File: src/rtl/if_id_stage_if.sv
`default_nettype none
// ============================================================================
// Module   : if_id_stage_if
// Brief    : Fetch-side inputs and decode-side outputs of the IF/ID register.
// Revision : 1.0 - initial release
// ============================================================================
interface if_id_stage_if;
   logic [31:0] Instruction;
   logic [31:0] pc_plus_4;
   logic        ID_EX_MemRead;
   logic [4:0]  ID_EX_RegRt;
   logic        BranchTaken;
   logic [31:0] Instruction_out;
   logic [31:0] pc_plus_4_out;
   logic        Valid_out;
   logic        PCWrite;
   logic        Bubble;
   logic [15:0] StallCount;

   modport master (
      output Instruction, pc_plus_4, ID_EX_MemRead, ID_EX_RegRt, BranchTaken,
      input  Instruction_out, pc_plus_4_out, Valid_out, PCWrite, Bubble, StallCount
   );

   modport slave (
      input  Instruction, pc_plus_4, ID_EX_MemRead, ID_EX_RegRt, BranchTaken,
      output Instruction_out, pc_plus_4_out, Valid_out, PCWrite, Bubble, StallCount
   );
endinterface
`default_nettype wire

File: src/rtl/if_id_stage.sv
`default_nettype none
// ============================================================================
// Module   : if_id_stage
// Brief    : IF/ID pipeline register with load-use stall and branch flush.
// Revision : 1.0 - initial release
// ============================================================================
module if_id_stage (
   input  wire logic   clk,
   input  wire logic   Reset,
   if_id_stage_if.slave bus
);
   typedef enum logic [1:0] {
      ST_RUN   = 2'd0,
      ST_STALL = 2'd1,
      ST_FLUSH = 2'd2
   } state_t;

   localparam logic [15:0] C_CNT_MAX = 16'hFFFF;

   state_t      state_q, state_d;
   logic [31:0] instr_q, instr_d;
   logic [31:0] pc4_q, pc4_d;
   logic        valid_q, valid_d;
   logic [15:0] cnt_q, cnt_d;
   logic        w_hazard;
   logic        w_pcwrite;
   logic        w_bubble;

   // Only a live instruction can depend on the load sitting in ID/EX.
   assign w_hazard = bus.ID_EX_MemRead
                   && (bus.ID_EX_RegRt != 5'd0)
                   && valid_q
                   && ((bus.ID_EX_RegRt == instr_q[25:21])
                    || (bus.ID_EX_RegRt == instr_q[20:16]));

   always_comb begin
      state_d   = state_q;
      instr_d   = instr_q;
      pc4_d     = pc4_q;
      valid_d   = valid_q;
      cnt_d     = cnt_q;
      w_pcwrite = 1'b1;
      w_bubble  = 1'b0;

      if (Reset) begin
         w_bubble = 1'b1;
         state_d  = ST_RUN;
      end else if (bus.BranchTaken) begin
         instr_d  = 32'h0;
         pc4_d    = 32'h0;
         valid_d  = 1'b0;
         w_bubble = 1'b1;
         state_d  = ST_FLUSH;
      end else begin
         case (state_q)
            ST_RUN, ST_STALL: begin
               if (w_hazard) begin
                  w_pcwrite = 1'b0;
                  w_bubble  = 1'b1;
                  if (cnt_q != C_CNT_MAX) begin
                     cnt_d = cnt_q + 16'd1;
                  end
                  state_d = ST_STALL;
               end else begin
                  instr_d = bus.Instruction;
                  pc4_d   = bus.pc_plus_4;
                  valid_d = 1'b1;
                  state_d = ST_RUN;
               end
            end
            ST_FLUSH: begin
               instr_d = bus.Instruction;
               pc4_d   = bus.pc_plus_4;
               valid_d = 1'b1;
               state_d = ST_RUN;
            end
            default: begin
               state_d = ST_RUN;
            end
         endcase
      end
   end

   always_ff @(posedge clk) begin
      if (Reset) begin
         state_q <= ST_RUN;
         instr_q <= 32'h0;
         pc4_q   <= 32'h0;
         valid_q <= 1'b0;
         cnt_q   <= 16'h0;
      end else begin
         state_q <= state_d;
         instr_q <= instr_d;
         pc4_q   <= pc4_d;
         valid_q <= valid_d;
         cnt_q   <= cnt_d;
      end
   end

   assign bus.Instruction_out = instr_q;
   assign bus.pc_plus_4_out   = pc4_q;
   assign bus.Valid_out       = valid_q;
   assign bus.StallCount      = cnt_q;
   assign bus.PCWrite         = w_pcwrite;
   assign bus.Bubble          = w_bubble;
endmodule
`default_nettype wire

File: src/flat_wrapper.sv
// flat-port wrapper written by rule: the top's interface ports become plain ports
module if_id_stage_flat 
  (clk, Reset, bus_Instruction, bus_pc_plus_4, bus_ID_EX_MemRead, bus_ID_EX_RegRt, bus_BranchTaken, bus_Instruction_out, bus_pc_plus_4_out, bus_Valid_out, bus_PCWrite, bus_Bubble, bus_StallCount);
  if_id_stage_if bus_i ();
  input  wire logic clk;
  input  wire logic Reset;
  input wire logic [$bits(bus_i.Instruction)-1:0] bus_Instruction;
  input wire logic [$bits(bus_i.pc_plus_4)-1:0] bus_pc_plus_4;
  input wire logic [$bits(bus_i.ID_EX_MemRead)-1:0] bus_ID_EX_MemRead;
  input wire logic [$bits(bus_i.ID_EX_RegRt)-1:0] bus_ID_EX_RegRt;
  input wire logic [$bits(bus_i.BranchTaken)-1:0] bus_BranchTaken;
  output wire logic [$bits(bus_i.Instruction_out)-1:0] bus_Instruction_out;
  output wire logic [$bits(bus_i.pc_plus_4_out)-1:0] bus_pc_plus_4_out;
  output wire logic [$bits(bus_i.Valid_out)-1:0] bus_Valid_out;
  output wire logic [$bits(bus_i.PCWrite)-1:0] bus_PCWrite;
  output wire logic [$bits(bus_i.Bubble)-1:0] bus_Bubble;
  output wire logic [$bits(bus_i.StallCount)-1:0] bus_StallCount;
  assign bus_i.Instruction = bus_Instruction;
  assign bus_i.pc_plus_4 = bus_pc_plus_4;
  assign bus_i.ID_EX_MemRead = bus_ID_EX_MemRead;
  assign bus_i.ID_EX_RegRt = bus_ID_EX_RegRt;
  assign bus_i.BranchTaken = bus_BranchTaken;
  assign bus_Instruction_out = bus_i.Instruction_out;
  assign bus_pc_plus_4_out = bus_i.pc_plus_4_out;
  assign bus_Valid_out = bus_i.Valid_out;
  assign bus_PCWrite = bus_i.PCWrite;
  assign bus_Bubble = bus_i.Bubble;
  assign bus_StallCount = bus_i.StallCount;
  if_id_stage u_core (.clk(clk), .Reset(Reset), .bus(bus_i));
endmodule
File: config.mk
export PLATFORM = sky130hd
export DESIGN_NAME = if_id_stage_flat
export DESIGN_NICKNAME = d
export VERILOG_FILES = /design/src/rtl/if_id_stage_if.sv /design/src/rtl/if_id_stage.sv /design/src/flat_wrapper.sv
export SDC_FILE = /design/constraint.sdc
export NUM_CORES = 1
export LEC_CHECK = 0
export ABC_CLOCK_PERIOD_IN_PS = 2500
export CELL_PAD_IN_SITES_DETAIL_PLACEMENT = 1
export CELL_PAD_IN_SITES_GLOBAL_PLACEMENT = 1
export CORE_MARGIN = 1.5
export CORE_UTILIZATION = 29
export CTS_CLUSTER_DIAMETER = 80
export DETAILED_ROUTE_END_ITERATION = 8
export GPL_TIMING_DRIVEN = 0
export PLACE_DENSITY_LB_ADDON = 0.2
export SYNTH_ARGS = -nofsm -noshare
export SYNTH_HDL_FRONTEND = slang
export SYNTH_SLANG_ARGS = --single-unit
File: constraint.sdc
create_clock -name clk -period 2.5 [get_ports clk]
set_clock_uncertainty 0.2 [all_clocks]
set_input_delay 0.5 -clock clk [delete_from_list [all_inputs] [get_ports clk]]
set_output_delay 0.5 -clock clk [all_outputs]
set_load 0.03 [all_outputs]
---- After elaboration in Yosys (flattened, before gate mapping) ----
Cells that the tools add are included.
word-level totals
  flip-flop bits (word level) ............. 83
  bits of input ports ..................... 73
  word-level logic and storage cells ...... 44
cells by class
  add/sub/neg operators ................... 1
  equal/unequal tests ..................... 6
  multiplexer cells ....................... 17
  bitwise logic cells ..................... 2
  reductions and logical operators ........ 12
operators with widths
  cell                                                  count
  one-hot mux 32 bit (2 select lines)                   2
  2-to-1 mux 32 bit                                     2
  adder 16 x 1 -> 16 bit (second input constant)        1
  inequality test 16 bit (second input constant)        1
  2-to-1 mux 1 bit                                      11
  equality test 5 bit                                   2
  nonzero test 5 bit                                    1
  AND reduction 4 bit                                   1
  OR reduction 2 bit                                    2
  logical AND 1 bit                                     3
  OR reduction 3 bit                                    1
  equality test 2 x 1 -> 1 bit (second input constant)  1
  equality test 2 bit (second input constant)           1
  zero test 2 bit                                       1
  2-to-1 mux 2 bit                                      1
  inequality test 2 bit (second input constant)         1
  inverter 1 bit                                        2
  one-hot mux 1 bit (2 select lines)                    1
  AND reduction 2 bit                                   1
  nonzero test 2 bit                                    1
  logical OR 1 bit                                      1

---- Longest topological paths before layout ----
  word-level depth ........................ 8
  mapped depth ............................ 9
  depth with buffers taken out ............ 6

---- Worst setup path after synthesis ----
No wires, ideal clock.
  kind .................................... register to register
  start point ............................. register u_core.cnt_q[0], in the netlist u_core.bus.StallCount[0]
  end point ............................... register u_core.cnt_q[1], in the netlist u_core.bus.StallCount[1]
  setup time .............................. 0.128 ns
  arrival ................................. 1.992 ns
  data required time ...................... 2.172 ns
  path slack .............................. 0.180 ns
  cell stages (with the launch flop) ...... 9
  path buffers ............................ 2
  cells stage by stage .................... dfxtp_1 > ha_1 > nand3_4 > o41a_1 > nand3_2 > buf_6 > buf_12 > mux2i_1 > nor2_1
between the ends
  cells in the longest elaborated chain, start to end .. 2
  elaborated cells on any way between the ends .. 3
  those cells by class .................... add/sub: 1; eq/ne: 1; reduce/logical: 1
RTL lines
  what                                                            RTL line           text
  start, declared                                                 if_id_stage.sv:24  logic [15:0] cnt_q, cnt_d;
  start signal, assigned                                          if_id_stage.sv:96  cnt_q <= cnt_d;
  branches (longest 2 deep; another with adder 16 x 1 -> 16 bit)  --
Parallel ways; which one is timed is not known.
A chain may end at the register's enable or synchronous reset.

---- Worst setup path in the final report ----
  start point ............................. input bus_ID_EX_MemRead
  end point ............................... output bus_PCWrite
between the ends
  cells in the longest elaborated chain, start to end .. 7
RTL lines
  what               RTL line            text
  start, declared    flat_wrapper.sv:9   input wire logic [$bits(bus_i.ID_EX_MemRead)-1:0] bus_ID_EX_MemRead;
  logical AND 1 bit  if_id_stage.sv:31   && (bus.ID_EX_RegRt != 5'd0)
  logical AND 1 bit  if_id_stage.sv:32   && valid_q
  logical AND 1 bit  if_id_stage.sv:33   && ((bus.ID_EX_RegRt == instr_q[25:21])
  2-to-1 mux 1 bit   if_id_stage.sv:57   if (w_hazard) begin
  2-to-1 mux 1 bit   if_id_stage.sv:55   case (state_q)
  2-to-1 mux 1 bit   if_id_stage.sv:48   end else if (bus.BranchTaken) begin
  2-to-1 mux 1 bit   if_id_stage.sv:45   if (Reset) begin
  end, declared      flat_wrapper.sv:15  output wire logic [$bits(bus_i.PCWrite)-1:0] bus_PCWrite;
Every way passes these cells.

==> impl_metrics.tcl <==
set metrics [dict create \
    status "complete, no violations" \
    h-tree-depth 3 \
    diodes 0 \
    max_freq_mhz 418 \
    viasPerCell 4.91 \
    drive_gt1_share_pct 9.09 \
    period_minus_slack_ps 2400 \
    crit_required_ps 1800 \
    synth_area_leaders "dfxtp_1 49%, nand3_1 11%, o21ai_0 10%" \
    synth_area_um2 3370 \
    critical_path_peak_fanout 2 \
    powerDensity_nw_per_um2 577 \
    crit_arrival_ps 1700 \
    seq_power_share_pct 44.2 \
    crit_chain "clkdlybuf4s50_1 -> nand2_1 -> a211oi_2 -> nand2_2 -> nor2_4 -> inv_1 -> buf_2" \
    postSynth.asyncResetShare_pct 0 \
    via_count 3567 \
    cts_tree "yes" \
    internal-power_mw 2.36 \
    start_util_pct 29.6 \
    antenna_found_initial 0 \
    syn_inst 410 \
    cts_inserted_buffers 9 \
    place_area_um2 5100 \
    io_pins 156 \
    area.growth.synth_to_final_pct 62.6 \
    portBuffers 155 \
    slew-limit-headroom_pct 61.5 \
    route.detailed.drc 0 \
    drv_slew 0 \
    clkSinkCount 83 \
    period_share_pct 95.8 \
    yosysUniqueCellTypes 38 \
    place_congestion 0.753 \
    synth_seq_cells 83 \
    ys.flop_type "dfxtp_1" \
    wl_per_cell_um 15.8 \
    ant_nets 0 \
    pwr-share-comb_pct 13.7 \
    crit_path_start_kind "input port" \
    ctsHoldBuffers 0 \
    clkPwrFrac_pct 42.1 \
    yosysWarnings 0 \
    synth_common_cells "83 x dfxtp_1, 75 x nand2_1, 71 x nand3_1, 68 x o21ai_0, 24 x clkbuf_1" \
    cts.clk_slew.worst_paths_ps 60 \
    row_count 39 \
    root_buffer "clkbuf_16" \
    hold_violations 0 \
    hold_class "reg -> reg" \
    leakage_nw 1.86 \
    syn_nets 484 \
    synth_top_area_share_pct 49.3 \
    die_h_um 111 \
    finalSetupViolCount 0 \
    clkLatencyLatePin_ps 340 \
    max-cap-violations 0 \
    cp-end-kind "output pin" \
    avgSynthCellArea_um2 8.22 \
    grt_max_degree 19 \
    cp_slowest_cell "clkdlybuf4s50_1" \
    die_area_um2 12300 \
    dp.cells 708 \
    tightest_slew_ps 578 \
    globalRouteTotalUtil_pct 19.3 \
    crit_family "buffers and inverters" \
    p_sw_mw 0.794 \
    yosysTopAreaCell "dfxtp_1" \
    cts_buffer_depth 2 \
    grt_pass1_wl_mm 19.3 \
    synth_seq_area_share_pct 49.3 \
    core_region_area_um2 11400 \
    switching_share_pct 25.1 \
    rsz0062_at_grt "true" \
    overflow 0 \
    die_w_um 111 \
    dr.pass1.iters 4 \
    grt_pass1_vias 3825 \
    final_area_um2 5480 \
    setup_slack_ps 105 \
    dp_hpwl_mm 8.47 \
    routed_wl_mm 11.5 \
    drtIter0Drc 128 \
    synth_edf_count 0 \
    yosysMostFrequentCell "dfxtp_1" \
    stdcell_count 726 \
    worstSetupPathType "in -> out" \
    place_ws_ps -1070 \
    crit_buf_inv 3 \
    slowest_delay_ps 470 \
    nets 652 \
    peakVddDrop_mv 0.342 \
]
==> power by group through the flow <==
stage	clock (mW)	combinational [mW]	sequential, mW
finish	1.33	0.434	1.39
global route	1.42	0.466	1.40
CTS	1.36	0.434	1.39
detailed placement	0	0.426	1.42
global placement	0	0.420	1.42
floorplan	0	0.0984	1.51
==> per-layer routing <==
| layer | GRT usage, % | share of wire, % | routed length [um] | vias up |
|---|---|---|---|---|
| met3 | 6.94 | 8.2 | 939 | 12 |
| met2 | 33.3 | 48 | 5540 | 108 |
| met1 | 22.1 | 42 | 4860 | 1698 |
| li1 | - | - | - | 1749 |
| met4 | 6.50 | 1.4 | 163 | 0 |
| met5 | 0 | 0 | 0 | - |
==> per-stage QoR <==
step | util [%] | power (mW) | TNS (ps) | hold WS [ps]
floorplan | - | 1.60 | 0 | 221
global placement | 44.8 | 1.84 | -30350 | 230
detailed placement | 44.8 | 1.85 | -31350 | 254
CTS | 47.8 | 3.19 | 0 | 261
global route | 48.2 | 3.29 | -7.80 | 275
finish | 48.2 | 3.16 | 0 | 256
==> layout by cell type (no fill, tap or decap), types with 4 or more instances in the layout <==
master / instances
nor2b_1: 5
buf_4: 5
or4_1: 6
nand2_1: 74
dfxtp_1: 83
dlygate4sd2_1: 4
nand4_1: 5
o31ai_1: 4
nor2_1: 7
clkbuf_1: 20
nand3_1: 70
xnor2_1: 7
a21oi_1: 9
inv_1: 7
clkdlybuf4s50_1: 147
clkbuf_8: 6
o21ai_0: 68
clkbuf_16: 9
clkbuf_2: 4
==> worst min-delay path: stages, from the launching register on <==
cell,delay [ps]
dfxtp_1,310
nand2_1,50
o21ai_0,60
==> worst paths after layout <==
path	from	end	slack (ps)	cells past startpoint
worst max register to register	u_core.bus.StallCount[0]	u_core.bus.StallCount[1]	170	8
worst max-delay path	bus_ID_EX_MemRead	bus_PCWrite	100	7
worst min register to register	u_core.bus.pc_plus_4_out[31]	u_core.bus.pc_plus_4_out[31]	260	2
worst min-delay path	u_core.bus.pc_plus_4_out[31]	u_core.bus.pc_plus_4_out[31]	260	2
==> registers in the layout, indices dropped and copies added (netlist names) <==
register                    count
u_core.bus.Instruction_out     32
u_core.bus.StallCount          16
u_core.bus.Valid_out            1
u_core.bus.pc_plus_4_out       32
u_core.state_q                  2
==> kinds of logic (layout without fill, tap and decap cells) <==
family,after synthesis,count (layout),share of synthesized area (%)
AOI/OAI and AO/OA,89,89,14.5
xor gates and xnor gates,11,11,2.86
adders and majority gates,1,1,0.371
buffers and inverters,39,212,5.20
DFF,83,83,49.3
muxes,3,3,1.19
and+or+nand+nor,184,184,26.6
==> area by class of cell <==
class | instances | area [um2]
Fill cell | 1361 | 5890
Sequential cell | 83 | 1660
Multi-Input combinational cell | 288 | 1580
Timing Repair Buffer | 158 | 1550
Clock buffer | 13 | 280
Tap cell | 143 | 179
Buffer | 31 | 178
Inverter | 7 | 26.3
Clock inverter | 3 | 20.0
==> timing repair <==
item	in CTS	in global routing
buffers inserted	3	0
pin swaps	4	4
endpoints found under the setup margin	59	58
resized for setup	26	17
Note: power is estimated with default switching activity, not from simulation.
